## config.mk

```make
export PLATFORM = sky130hd
export DESIGN_NAME = memory_stage_flat
export DESIGN_NICKNAME = d
export VERILOG_FILES = /design/src/rtl/memory_stage_if.sv /design/src/rtl/memory_stage.sv /design/src/flat_wrapper.sv
export SDC_FILE = /design/constraint.sdc
export NUM_CORES = 1
export LEC_CHECK = 0
export ABC_AREA = 1
export CAP_MARGIN = 25
export CELL_PAD_IN_SITES_DETAIL_PLACEMENT = 1
export CELL_PAD_IN_SITES_GLOBAL_PLACEMENT = 1
export CORE_UTILIZATION = 31
export CTS_CLUSTER_SIZE = 30
export DETAILED_ROUTE_END_ITERATION = 6
export DONT_BUFFER_PORTS = 1
export PLACE_DENSITY = 0.59
export SYNTH_ARGS = -nofsm -noshare
export SYNTH_HDL_FRONTEND = slang
export SYNTH_SLANG_ARGS = --single-unit
```

## constraint.sdc

```tcl
create_clock -name clk -period 4.7 [get_ports clk]
set_input_delay 1.175 -clock clk [delete_from_list [all_inputs] [get_ports clk]]
set_output_delay 1.175 -clock clk [all_outputs]
set_load 0.02 [all_outputs]
```

## src/rtl/memory_stage_if.sv

```systemverilog
// Data-memory request/response bundle between memory_stage and the data memory.
// Ports: request (valid/ready, addr, we, wstrb, wdata); response (valid, rdata).
interface memory_stage_if #(
    parameter int XLEN = 32
);
    logic              mem_req_valid;
    logic              mem_req_ready;
    logic [XLEN-1:0]   mem_addr;
    logic              mem_we;
    logic [XLEN/8-1:0] mem_wstrb;
    logic [XLEN-1:0]   mem_wdata;
    logic              mem_rsp_valid;
    logic [XLEN-1:0]   mem_rdata;

    modport master (
        output mem_req_valid,
        input  mem_req_ready,
        output mem_addr,
        output mem_we,
        output mem_wstrb,
        output mem_wdata,
        input  mem_rsp_valid,
        input  mem_rdata
    );

    modport slave (
        input  mem_req_valid,
        output mem_req_ready,
        input  mem_addr,
        input  mem_we,
        input  mem_wstrb,
        input  mem_wdata,
        output mem_rsp_valid,
        output mem_rdata
    );
endinterface

```

## src/rtl/memory_stage.sv

```systemverilog
// Memory pipeline stage: runs LOAD/STORE transactions on the data memory,
// formats load data into valM and stalls upstream until the access is done.
// Ports: clk, rst (async, active high); in_valid/opcode/func3/valE/valB in;
// valM/done/stall out; mem (memory_stage_if.master) to the data memory;
// misaligned out only when MEMORY_STAGE_MISALIGN_TRAP_EN is defined, which
// also turns misaligned accesses into a trap that skips the memory.
module memory_stage #(
    parameter int XLEN = 32
) (
    input  logic            clk,
    input  logic            rst,
    input  logic            in_valid,
    input  logic [6:0]      opcode,
    input  logic [2:0]      func3,
    input  logic [XLEN-1:0] valE,
    input  logic [XLEN-1:0] valB,
    output logic [XLEN-1:0] valM,
    output logic            done,
    output logic            stall,
`ifdef MEMORY_STAGE_MISALIGN_TRAP_EN
    output logic            misaligned,
`endif
    memory_stage_if.master  mem
);

    localparam logic [6:0] OP_LOAD  = 7'b0000011;
    localparam logic [6:0] OP_STORE = 7'b0100011;

    typedef enum logic [1:0] {
        IDLE,
        REQ,
        WAIT,
        DONE
    } state_t;

    state_t state_q, state_d;

    logic              is_load, is_store, is_mem;
    logic              illegal, mis_trap, skip;
    logic              capture, rsp_take;
    logic [1:0]        off;
    logic [XLEN/8-1:0] wstrb_d;
    logic [XLEN-1:0]   wdata_d;

    logic [XLEN-1:0]   addr_q;
    logic [2:0]        f3_q;
    logic              we_q;
    logic [XLEN/8-1:0] wstrb_q;
    logic [XLEN-1:0]   wdata_q;
    logic [XLEN-1:0]   valm_q;
    logic [XLEN-1:0]   load_fmt;
    logic [7:0]        byte_v;
    logic [15:0]       half_v;

    assign is_load  = (opcode == OP_LOAD);
    assign is_store = (opcode == OP_STORE);
    assign is_mem   = is_load | is_store;
    assign off      = valE[1:0];

    // Legal loads: 000,001,010,100,101. Legal stores: 000,001,010.
    assign illegal = (is_load & ((func3 == 3'b011) | (func3[2:1] == 2'b11)))
                   | (is_store & (func3[2] | (func3 == 3'b011)));

`ifdef MEMORY_STAGE_MISALIGN_TRAP_EN
    assign mis_trap = is_mem & ~illegal
                    & (((func3[1:0] == 2'b01) & valE[0])
                    | ((func3[1:0] == 2'b10) & (valE[1:0] != 2'b00)));
`else
    assign mis_trap = 1'b0;
`endif

    // Accesses that never reach the memory go straight to DONE.
    assign skip     = illegal | mis_trap;
    assign capture  = (state_q == IDLE) & in_valid & is_mem;
    assign rsp_take = (state_q == WAIT) & mem.mem_rsp_valid;

    // Lane placement is resolved at capture so REQ only replays registers.
    always_comb begin
        wstrb_d = '0;
        wdata_d = '0;
        if (is_store & ~skip) begin
            unique case (func3[1:0])
                2'b00: begin
                    wstrb_d = 4'b0001 << off;
                    wdata_d = {4{valB[7:0]}};
                end
                2'b01: begin
                    wstrb_d = 4'b0011 << {off[1], 1'b0};
                    wdata_d = {2{valB[15:0]}};
                end
                2'b10: begin
                    wstrb_d = 4'b1111;
                    wdata_d = valB;
                end
                default: begin
                    wstrb_d = '0;
                    wdata_d = '0;
                end
            endcase
        end
    end

    always_comb begin
        byte_v = 8'h00;
        unique case (addr_q[1:0])
            2'd0: byte_v = mem.mem_rdata[7:0];
            2'd1: byte_v = mem.mem_rdata[15:8];
            2'd2: byte_v = mem.mem_rdata[23:16];
            2'd3: byte_v = mem.mem_rdata[31:24];
        endcase
    end

    assign half_v = addr_q[1] ? mem.mem_rdata[31:16] : mem.mem_rdata[15:0];

    always_comb begin
        load_fmt = '0;
        unique case (f3_q)
            3'b000:  load_fmt = {{24{byte_v[7]}}, byte_v};
            3'b100:  load_fmt = {24'h0, byte_v};
            3'b001:  load_fmt = {{16{half_v[15]}}, half_v};
            3'b101:  load_fmt = {16'h0, half_v};
            3'b010:  load_fmt = mem.mem_rdata;
            default: load_fmt = '0;
        endcase
    end

    always_ff @(posedge clk or posedge rst) begin
        if (rst) begin
            state_q <= IDLE;
        end else begin
            state_q <= state_d;
        end
    end

    always_ff @(posedge clk or posedge rst) begin
        if (rst) begin
            addr_q  <= '0;
            f3_q    <= '0;
            we_q    <= 1'b0;
            wstrb_q <= '0;
            wdata_q <= '0;
            valm_q  <= '0;
        end else if (capture) begin
            addr_q  <= valE;
            f3_q    <= func3;
            we_q    <= is_store;
            wstrb_q <= wstrb_d;
            wdata_q <= wdata_d;
            valm_q  <= '0;
        end else if (rsp_take & ~we_q) begin
            valm_q  <= load_fmt;
        end
    end

`ifdef MEMORY_STAGE_MISALIGN_TRAP_EN
    logic mis_q;

    always_ff @(posedge clk or posedge rst) begin
        if (rst) begin
            mis_q <= 1'b0;
        end else if (capture) begin
            mis_q <= mis_trap;
        end
    end

    assign misaligned = (state_q == DONE) & mis_q;
`endif

    always_comb begin
        state_d           = state_q;
        done              = 1'b0;
        valM              = '0;
        mem.mem_req_valid = 1'b0;
        mem.mem_addr      = '0;
        mem.mem_we        = 1'b0;
        mem.mem_wstrb     = '0;
        mem.mem_wdata     = '0;
        // Inputs stay frozen through the whole access, released in DONE.
        stall = in_valid & is_mem & (state_q != DONE);
        unique case (state_q)
            IDLE: begin
                if (in_valid) begin
                    if (is_mem) begin
                        state_d = skip ? DONE : REQ;
                    end else begin
                        done = 1'b1;
                    end
                end
            end
            REQ: begin
                mem.mem_req_valid = 1'b1;
                mem.mem_addr      = {addr_q[XLEN-1:2], 2'b00};
                mem.mem_we        = we_q;
                mem.mem_wstrb     = wstrb_q;
                mem.mem_wdata     = wdata_q;
                if (mem.mem_req_ready) begin
                    state_d = WAIT;
                end
            end
            WAIT: begin
                if (mem.mem_rsp_valid) begin
                    state_d = DONE;
                end
            end
            DONE: begin
                done    = 1'b1;
                valM    = valm_q;
                state_d = IDLE;
            end
        endcase
        // Combinational outputs read as reset values while rst is held.
        if (rst) begin
            done  = 1'b0;
            stall = 1'b0;
        end
    end

endmodule

```

## src/flat_wrapper.sv

```systemverilog
// flat-port wrapper written by rule: the top's interface ports become plain ports
module memory_stage_flat 
#(
    parameter int XLEN = 32
)
  (clk, rst, in_valid, opcode, func3, valE, valB, valM, done, stall, mem_mem_req_valid, mem_mem_req_ready, mem_mem_addr, mem_mem_we, mem_mem_wstrb, mem_mem_wdata, mem_mem_rsp_valid, mem_mem_rdata);
  memory_stage_if #(.XLEN(XLEN)) mem_i ();
  input  logic clk;
  input  logic rst;
  input  logic in_valid;
  input  logic [6:0] opcode;
  input  logic [2:0] func3;
  input  logic [XLEN-1:0] valE;
  input  logic [XLEN-1:0] valB;
  output logic [XLEN-1:0] valM;
  output logic done;
  output logic stall;
  output wire logic [$bits(mem_i.mem_req_valid)-1:0] mem_mem_req_valid;
  input wire logic [$bits(mem_i.mem_req_ready)-1:0] mem_mem_req_ready;
  output wire logic [$bits(mem_i.mem_addr)-1:0] mem_mem_addr;
  output wire logic [$bits(mem_i.mem_we)-1:0] mem_mem_we;
  output wire logic [$bits(mem_i.mem_wstrb)-1:0] mem_mem_wstrb;
  output wire logic [$bits(mem_i.mem_wdata)-1:0] mem_mem_wdata;
  input wire logic [$bits(mem_i.mem_rsp_valid)-1:0] mem_mem_rsp_valid;
  input wire logic [$bits(mem_i.mem_rdata)-1:0] mem_mem_rdata;
  assign mem_mem_req_valid = mem_i.mem_req_valid;
  assign mem_i.mem_req_ready = mem_mem_req_ready;
  assign mem_mem_addr = mem_i.mem_addr;
  assign mem_mem_we = mem_i.mem_we;
  assign mem_mem_wstrb = mem_i.mem_wstrb;
  assign mem_mem_wdata = mem_i.mem_wdata;
  assign mem_i.mem_rsp_valid = mem_mem_rsp_valid;
  assign mem_i.mem_rdata = mem_mem_rdata;
  memory_stage #(.XLEN(XLEN)) u_core (.clk(clk), .rst(rst), .in_valid(in_valid), .opcode(opcode), .func3(func3), .valE(valE), .valB(valB), .valM(valM), .done(done), .stall(stall), .mem(mem_i));
endmodule
```

==> results of run 1 <==
[sequential cells by signal (all words and copies together), names as in the netlist]
| signal | flops |
|---|---|
| u_core.state_q | 2 |
| u_core.valm_q | 32 |
| u_core.addr_q | 32 |
| u_core.wstrb_q | 4 |
| u_core.f3_q | 3 |
| u_core.we_q | 1 |
| u_core.wdata_q | 32 |
[worst max-delay path: cells and delay by family (launching register included)]
family	cells	cell delay, ns
AND/OR/NAND/NOR	1	0.09
adder cells (fa/ha/maj)	1	0.72
buffers and inverters	3	0.62
flip-flops	1	0.41
[per-stage QoR]
stage	area [µm²]	utilization (%)	hold WS, ns	setup slack, ns
5_1_grt	6800	34.4	0.495	1.12
3_5_place_dp	6520	33.0	0.458	1.41
2_1_floorplan	6350	-	0.442	0.736
4_1_cts	6800	34.4	0.479	1.25
6_report	6800	34.4	0.473	1.33
3_3_place_gp	6520	33.0	0.455	1.40
[metal layers]
layer	vias to the layer above	share of wire [%]	track usage, %
met5	-	0	0
met1	2562	51	27.4
met4	0	0.91	4.58
met3	10	5.0	3.84
met2	138	43	28.7
li1	2846	-	-
[kinds of logic after synthesis]
group / share of synthesized area (%)
adders and majority gates: 0.985
AOI/OAI and AO/OA: 6.93
other: 0.0590
DFF: 41.8
buffers and inverters: 14.5
and+or+nand+nor: 35.7
[cells in the final DEF (no fill, tap or decap), drive strengths merged, types with 4 or more instances in the layout]
master    n
ha        5
dfrtp   106
clkbuf   10
nor2     41
nand3    18
a21oi    11
inv     176
nand3b    8
a31oi     4
o21ai    66
nand2   499
buf      12
[area by class of cell]
type,count,share of cell area [%]
Sequential cell,106,39.0
Clock buffer,10,3.37
Antenna cell,1,0.0368
Clock inverter,6,0.736
Multi-Input combinational cell,664,41.0
Timing Repair Buffer,12,1.32
Tap cell,265,4.88
Inverter,174,9.66
[worst max-delay path by stage]
stage                                   from                            to  slack [ns]  cells past startpoint
4_1_cts        u_core.state_q[1]$_DFFE_PP0P_             mem_mem_wdata[21]        1.25                      5
3_5_place_dp                       opcode[1]                          done        1.41                      5
6_report       u_core.state_q[1]$_DFFE_PP0P_             mem_mem_wdata[21]        1.33                      5
3_3_place_gp                       opcode[1]                          done        1.40                      5
2_1_floorplan                            rst  u_core.addr_q[0]$_DFFE_PP0P_        0.74                      1
5_1_grt        u_core.state_q[1]$_DFFE_PP0P_             mem_mem_wdata[21]        1.12                      5
[where the power goes]
part | internal (W) | switching, W
clock network | 0.000367 | 0.000373
logic | 0.000195 | 0.000502
registers | 0.00101 | 0.0000979
[synth_stat cells]
master    number  area, µm²
a21boi_0       1       7.51
a21oi_1       11       55.1
a31oi_1        4       25.0
buf_2         16       80.1
buf_4          5       37.5
buf_6          6       67.6
clkbuf_1      22       82.6
clkinv_2       1       5.00
conb_1         1       3.75
dfrtp_1      106       2650
ha_1           5       62.6
inv_1        168        631
inv_2          5       18.8
nand2_1      499       1870
nand3_1       16       80.1
nand3_2        2       20.0
nand3b_1       7       52.6
nand3b_4       1       20.0
nand4_1        1       6.26
nor2_1        39        146
nor2_4         1       11.3
nor2_8         1       20.0
nor3_1         1       5.00
nor3_4         1       16.3
nor4_1         1       6.26
o211ai_1       2       15.0
o21ai_0       45        225
o21ai_1       21        105
o21bai_1       1       7.51
or2_2          2       12.5
==> results by group, run 1 <==
Setup path
  – Worst r2r src: u_core.addr_q[1]$_DFFE_PP0P_
  – Critical path's largest stage delay: 0.72 ns
  – R2R Path End: u_core.valm_q[19]$_DFFE_PP0P_
  – CP cell instances: inv_1 -> ha_2 -> buf_4 -> nand2_1 -> inv_1
  – Arr. time, crit path: approximately 2.2 ns
  – CP most frequent cell: inv_1
  – Kind of critical path: flip-flop to output pin
  – Slowest stage cell, crit path: ha_2
  – Worst setup SP type: flip-flop
  – Nature of the critical path endpoint: output pin
  – R2r worst-path depth: 6
  – Largest fanout on the critical path: 38
  – R2r setup slk: 2.36 ns
  – Crit path required time: 3.52 ns

Power and ir drop
  – Worst IR Drop VDD: 0.000200 V
  – Tot Pwr: 0.00255 W
  – P_leak: about 4.5 nW
  – PD cells: 374 nW/µm²

Job
  – Max cap viols: 0

Routing
  – Final ANT Viol Nets: 0
  – DRT Pass-1 Iters: 4
  – Avg WL per Cell: 15.9 µm
  – Routed vias/inst: 4.49
  – First DRT Iteration DRCs: 250
  – Routed WL: between 15,000 and 20,000 µm
  – DR vias: 5,556
  – # DRC: 0

Finish
  – Share of cells above drive strength 1: 4.63%
  – Cell Count, Final, Fillers Out: 1,238
  – Area delta synth->final: 7.07%
  – FF+latch area: 2650 µm²
  – Area occupied by multi-input gates: ~2800 µm²
  – Nets: 1,083
  – Fillers: 2,601

GRT
  – Largest net degree at the start of global routing: 56
  – First-pass GRT wire length: 31,500 µm
  – Total gr overflow: 0
  – Antenna violations before repair: 1
  – Vias in the first global route: approximately 5,600
  – GRT Resource Usage Total: a little under a fifth

Logic synthesis
  – Sequential area share after synthesis: 41.8%
  – Distinct cells, synth: 30
  – Post-Syn Area: about 6400 µm²
  – Total of flip-flops plus latches after synthesis: 106
  – Mapped Cells: 992
  – Ys Warns: 0
  – Mean post-synth cell area: 6.40 µm²

Placement
  – Final RePlAce weighted congestion: 0.789
  – Port bufs: 0
  – Placed cell count: 1,221
  – Detail Placement HPWL: 14,600 µm

Clock network
  – CTS H-tree lvls: 3
  – Skew-Pair Late Insertion Delay: 0.35 ns
  – Clock Sinks: 106
  – TritonCTS clock tree: done
  – Setup repair bufs after CTS: 0
  – Total CTS buffers: 9
  – Gates resized, CTS repair: 0
  – CTS max path bufs: 2
  – Register clock-pin slew on the reported worst setup and hold paths: 0.07 ns
  – Clock root cell: clkbuf_16
  – Hold-fix buffers, CTS: 0

Run status
  – Status: completed

STA
  – Setup violations, final: 0
  – Clk_skew: ~0.012 ns
  – Final Hold Viols: 0
  – Max-slew violations: 0
  – Relative max-transition margin: between 30% and 40%
  – Min Tclk post-route: 3.37 ns
  – Least-Margin Pin Slew: 0.987 ns
  – TNS Setup: 0 ns
  – Final period util: 71.8%
  – RSZ-0062 raised after global routing: false
  – Achievable Freq: between 200 and 300 MHz

Worst hold path
  – Hold wc startpoint: u_core.addr_q[24]$_DFFE_PP0P_
  – Worst Hold Class: flip-flop to flip-flop
  – Hold EP: u_core.addr_q[24]$_DFFE_PP0P_
  – Hold Path Stages: 2

Die
  – Ports: 215
  – Core Area: between 15,000 and 20,000 µm²
  – Core Rows: 51
  – Die H: 145 µm
  – Starting Density: 32.1%
  – Width of the die: 145 µm
  – Die footprint: roughly 21,000 µm²
Note: power is estimated with default switching activity, not from simulation.
==> run 2, diff against run 1 <==
PLACE_DENSITY = 0.62   (was 0.59)
clock period = 2.9 ns   (was 4.7 ns; I/O delays follow)
==> run 2 against run 1 <==
  * Setup slack worse by 1.1 ns
  * Non-clock buffer count rose by 3
  * Combinational power up 68%
  * Clock power grew 69%
  * Global-route usage fell by 0.25 points
  * Via count is 0.16% higher
  * Critical path type unchanged
  * Largest cell class unchanged
==> results by group, run 2 (synthesis results as in run 1) <==
Run status
  – Status: completed

Finish
  – Fillers: 2,578
  – Final core occ: 34.8%
  – Largest registers: u_core.addr_q: 32 flops, u_core.valm_q: 32 flops, u_core.wdata_q: 32 flops
  – Area delta synth->final: 8.25%
  – FF+latch area: 2650 µm²
  – Nets: 1,086
  – Share of cells above drive strength 1: 5.03%
  – Most common cell after layout, fill and taps aside: nand2_1
  – Area occupied by multi-input gates: 2790 µm²
  – Antenna diode count: 0
  – Most frequent cells in the layout: nand2_1, inv_1, dfrtp_1

Setup path
  – CP top delay family: buffers and inverters
  – R2r worst-path depth: 9
  – Slowest stage cell, crit path: dfrtp_1
  – Kind of critical path: flip-flop to output pin
  – Nature of the critical path endpoint: output pin
  – Critical path's largest stage delay: between 0.4 and 0.5 ns
  – R2R Path End: u_core.valm_q[19]$_DFFE_PP0P_
  – CP cell instances: inv_1 -> ha_2 -> buf_12 -> nand2_1 -> inv_1
  – Buf/Inv on CP: 3
  – Worst r2r src: u_core.state_q[0]$_DFFE_PP0P_
  – Arr. time, crit path: 1.94 ns
  – Crit path required time: 2.17 ns
  – Worst setup SP type: flip-flop
  – R2r setup slk: 0.72 ns
  – CP most frequent cell: inv_1
  – Largest fanout on the critical path: 56

Die
  – Die H: about 150 µm
  – Die footprint: between 20,000 and 25,000 µm²
  – Starting Density: between 30 and 40%
  – Ports: 215
  – Width of the die: between 100 and 150 µm
  – Core Rows: 51
  – Core Area: a little under 20,000 µm²

Job
  – Max cap viols: 0

Placement
  – Detail Placement HPWL: 14,100 µm
  – Final RePlAce weighted congestion: 0.767
  – Port bufs: 0

STA
  – Max-slew violations: 0
  – TNS Setup: 0 ns
  – Least-Margin Pin Slew: 0.663 ns
  – Achievable Freq: 376 MHz
  – Setup violations, final: 0
  – Final period util: approximately nine tenths
  – Min Tclk post-route: 2.66 ns
  – RSZ-0062 raised after global routing: false
  – Final Hold Viols: 0
  – Clk_skew: 0.00716 ns
  – Relative max-transition margin: 55.8%

Routing
  – Routed vias/inst: 4.49
  – First DRT Iteration DRCs: 274
  – Final ANT Viol Nets: 0
  – # DRC: 0
  – DR vias: ~5,600
  – Routed WL: 19,200 µm
  – DRT Pass-1 Iters: 4
  – Avg WL per Cell: approximately 15 µm

GRT
  – Total gr overflow: 0
  – GRT Resource Usage Total: 18.7%
  – Antenna violations before repair: 0
  – First-pass GRT wire length: ~31,000 µm
  – Largest net degree at the start of global routing: 107
  – Vias in the first global route: around 5,600

Clock network
  – CTS max path bufs: 2
  – CTS H-tree lvls: 3
  – Register clock-pin slew on the reported worst setup and hold paths: 0.08 ns
  – Hold-fix buffers, CTS: 0
  – Gates resized, CTS repair: 0
  – Clock Sinks: 106
  – Clock root cell: clkbuf_16
  – Skew-Pair Late Insertion Delay: 0.36 ns
  – Total CTS buffers: 9
  – TritonCTS clock tree: done
  – Setup repair bufs after CTS: 0

Power and ir drop
  – PD cells: approximately 600 nW/µm²
  – P_leak: roughly 4.5 nW
  – Sw Share: 38.0%
  – Internal Power: 0.00261 W
  – Clock power share: between 20 and 30%
  – Sw power: between 0.0015 and 0.002 W
  – Logic pwr share: 27.9%
  – Worst IR Drop VDD: roughly 0.00027 V
  – Share of power burned in registers: between 40% and 50%

Worst hold path
  – Worst Hold Class: primary input to asynchronous set/reset pin
[run 2: power groups by stage]
stage,registers [W],logic [W],clock network (W)
finish,0.00178,0.00117,0.00125
CTS,0.00178,0.00120,0.00130
detailed placement,0.00181,0.00119,0
floorplan,0.00174,0.000951,0
global route,0.00180,0.00135,0.00134
global placement,0.00180,0.00118,0
[run 2: layout make-up]
class / count / share of cell area [%]
Multi-Input combinational cell: 664 / 40.5
Sequential cell: 106 / 38.6
Inverter: 174 / 9.57
Tap cell: 265 / 4.82
Clock buffer: 10 / 3.48
Timing Repair Buffer: 15 / 2.18
Clock inverter: 6 / 0.819
[run 2: how the worst max path moves through the flow]
stage | startpoint | endpoint | cells after the start
6_report | u_core.state_q[1]$_DFFE_PP0P_ | mem_mem_wdata[23] | 5
5_1_grt | u_core.state_q[1]$_DFFE_PP0P_ | mem_mem_we | 5
4_1_cts | u_core.state_q[1]$_DFFE_PP0P_ | mem_mem_we | 5
3_5_place_dp | opcode[3] | u_core.wdata_q[29]$_DFFE_PP0P_ | 6
3_3_place_gp | opcode[3] | stall | 4
2_1_floorplan | u_core.state_q[1]$_DFFE_PP0P_ | mem_mem_addr[10] | 7
[run 2: layer usage]
metal  vias up  share of wire [%]  global-route usage [%]
met2       131                 44                    28.7
met1      2564                 49                    26.1
met3        14                4.8                    3.99
met4         0                1.4                    5.53
li1       2856                  -                       -
met5         -                  0                       0
[run 2: metrics by stage]
step / hold slack, ns / setup WS (ns) / area [µm²] / instances / power, W
2_1_floorplan: 0.442 / 0.450 / 6360 / 993 / 0.00269
3_3_place_gp: 0.454 / 0.394 / 6580 / 1224 / 0.00298
3_5_place_dp: 0.458 / 0.441 / 6580 / 1224 / 0.00300
4_1_cts: 0.441 / 0.175 / 6880 / 1240 / 0.00427
5_1_grt: 0.452 / 0.0739 / 6880 / 1240 / 0.00450
6_report: 0.403 / 0.240 / 6880 / 1240 / 0.00420
==> run 3, diff against run 2 <==
GPL_TIMING_DRIVEN = 0   (was default)
SLEW_MARGIN = 20   (was default)
==> run 3 against run 2 <==
  * Flip-flop and latch count unchanged
  * Setup slack got worse by 0.090 ns
  * Die area stayed put
  * Highest routed layer unchanged
  * Largest power group unchanged
==> results by group, run 3 (synthesis results as in run 1) <==
Finish
  – Final instance area: 7100 µm²
  – Largest registers: u_core.addr_q: 32 flops, u_core.valm_q: 32 flops, u_core.wdata_q: 32 flops
  – Share of cells above drive strength 1: 7.31%
  – Area delta synth->final: 11.8%
  – Most frequent cells in the layout: nand2_1, inv_1, dfrtp_1
  – Nets: 1,124
  – Most common cell after layout, fill and taps aside: nand2_1
  – Antenna diode count: 0
  – Final core occ: 35.9%

STA
  – Min Tclk post-route: 2.75 ns
  – Setup violations, final: 0
  – RSZ-0062 raised after global routing: false
  – Max-slew violations: 0
  – Achievable Freq: about 360 MHz
  – Final Hold Viols: 0
  – Final period util: 94.8%
  – Relative max-transition margin: 49.2%
  – Least-Margin Pin Slew: 0.756 ns
  – Hold WS: around 0.22 ns
  – Clk_skew: 0.0118 ns

GRT
  – Total gr overflow: 0
  – Vias in the first global route: 5,808
  – First-pass GRT wire length: 33,100 µm
  – GRT Resource Usage Total: 20.4%
  – Antenna violations before repair: 0
  – Largest net degree at the start of global routing: 27

Placement
  – Area after DPL: 6780 µm²
  – Final RePlAce weighted congestion: 0.805
  – Port bufs: 0
  – Detail Placement HPWL: 16,200 µm

Setup path
  – Slowest stage cell, crit path: dfrtp_1
  – CP top delay family: buffers and inverters
  – Crit path required time: 2.17 ns
  – Nature of the critical path endpoint: output pin
  – CP cell instances: inv_1 -> ha_4 -> clkbuf_2 -> clkbuf_4 -> clkbuf_4 -> nand2_1 -> inv_1
  – Largest fanout on the critical path: 10
  – Worst setup SP type: flip-flop
  – Number of cells on the critical path: 7
  – Arr. time, crit path: 2.03 ns
  – Kind of critical path: flip-flop to output pin
  – R2r worst-path depth: 8
  – Critical path's largest stage delay: 0.42 ns
  – Buf/Inv on CP: 5

Routing
  – Final ANT Viol Nets: 0
  – Routed vias/inst: about 4.6
  – DRT Pass-1 Iters: 4
  – DR vias: between 5,000 and 6,000
  – # DRC: 0
  – Routed WL: 20,800 µm
  – Avg WL per Cell: 16.2 µm
  – First DRT Iteration DRCs: ~270

Die
  – Core Rows: 51
  – Die footprint: approximately 21,000 µm²
  – Starting Density: 32.1%
  – Die H: 145 µm
  – Ports: about 220
  – Core Area: between 15,000 and 20,000 µm²
  – Width of the die: 145 µm

Run status
  – Status: completed

Clock network
  – Register clock-pin slew on the reported worst setup and hold paths: ~0.08 ns
  – CTS H-tree lvls: 3
  – TritonCTS clock tree: done
  – CTS max path bufs: 2
  – Clock root cell: clkbuf_16
  – Total CTS buffers: 9
  – Skew-Pair Late Insertion Delay: 0.36 ns
  – Clock Sinks: 106

Power and ir drop
  – P_leak: 4.63 nW
  – Worst IR Drop VDD: about 0.00028 V
  – PD cells: 603 nW/µm²

Worst hold path
  – Worst Hold Class: primary input to asynchronous set/reset pin

Job
  – Max cap viols: 0
run 3: cell count changes in the layout (fill, tap and decap cells not counted), sizes merged:
| cell | previous run | this run |
|---|---|---|
| clkbuf | 10 | 31 |
| clkinv | 2 | 3 |
| buf | 15 | 31 |
run 3: per-layer routing:
layer | global-route usage, % | up-vias | wire length, µm
met5 | 0 | - | 0
met4 | 6.37 | 0 | 347
met3 | 4.06 | 19 | 953
met2 | 31.5 | 131 | 9460
met1 | 28.4 | 2734 | 10000
li1 | - | 2934 | -
run 3: worst paths after layout:
check | endpoint | slack [ns] | from
max | mem_mem_wstrb[1] | 0.15 | u_core.state_q[1]$_DFFE_PP0P_
min | u_core.addr_q[17]$_DFFE_PP0P_ | 0.22 | rst
max reg2reg | u_core.valm_q[2]$_DFFE_PP0P_ | 0.66 | u_core.state_q[0]$_DFFE_PP0P_
min reg2reg | u_core.addr_q[17]$_DFFE_PP0P_ | 0.47 | u_core.addr_q[17]$_DFFE_PP0P_
max in group asynchronous | u_core.wdata_q[3]$_DFFE_PP0P_ | 2.02 | rst
min in group clk | u_core.addr_q[17]$_DFFE_PP0P_ | 0.47 | u_core.addr_q[17]$_DFFE_PP0P_
run 3: where the power goes:
group | leakage (nW) | total [W] | internal (W) | switching, W
clock | 0.139 | 0.00123 | 0.000600 | 0.000627
combinational | 3.05 | 0.00132 | 0.000397 | 0.000919
sequential | 1.44 | 0.00174 | 0.00164 | 0.000102
total | 4.63 | 0.00428 | 0.00263 | 0.00165
run 3: worst reg2reg max path, stage by stage (launching register included):
cell and delay (ns):
dfrtp_1 0.44, inv_1 0.11, ha_1 0.24, nand2_1 0.13, nor2_4 0.09, nor2_1 0.48, clkbuf_1 0.49, nand2_1 0.11
nand2_1 0.09
run 3: timing repair:
action | 4_1_cts | 5_1_grt
resized for setup | 11 | 10
endpoints found under the setup margin | 68 | 60
buffers inserted | 0 | 0
endpoints found under the hold margin | 0 | 0
hold buffers | 0 | 0
run 3: stage by stage:
stage | TNS, ns | power [W] | worst slack [ns] | instances
2_1_floorplan | 0 | 0.00269 | 0.450 | 993
6_report | 0 | 0.00428 | 0.150 | 1278
3_3_place_gp | -4.34 | 0.00303 | -0.190 | 1258
4_1_cts | 0 | 0.00434 | 0.00664 | 1278
3_5_place_dp | -4.45 | 0.00306 | -0.181 | 1262
5_1_grt | 0 | 0.00460 | 0.00128 | 1278
run 3: area by class of cell:
| type | instances | area, µm² |
|---|---|---|
| plain buffers | 49 | 289 |
| clock buffers | 9 | 225 |
| clock inverters | 7 | 58.8 |
| fillers | 2591 | 12700 |
| inverters | 174 | 658 |
| multi-input cells | 664 | 2800 |
| flip-flops and latches | 106 | 2650 |
| well taps | 265 | 332 |
| repair buffers | 4 | 87.6 |
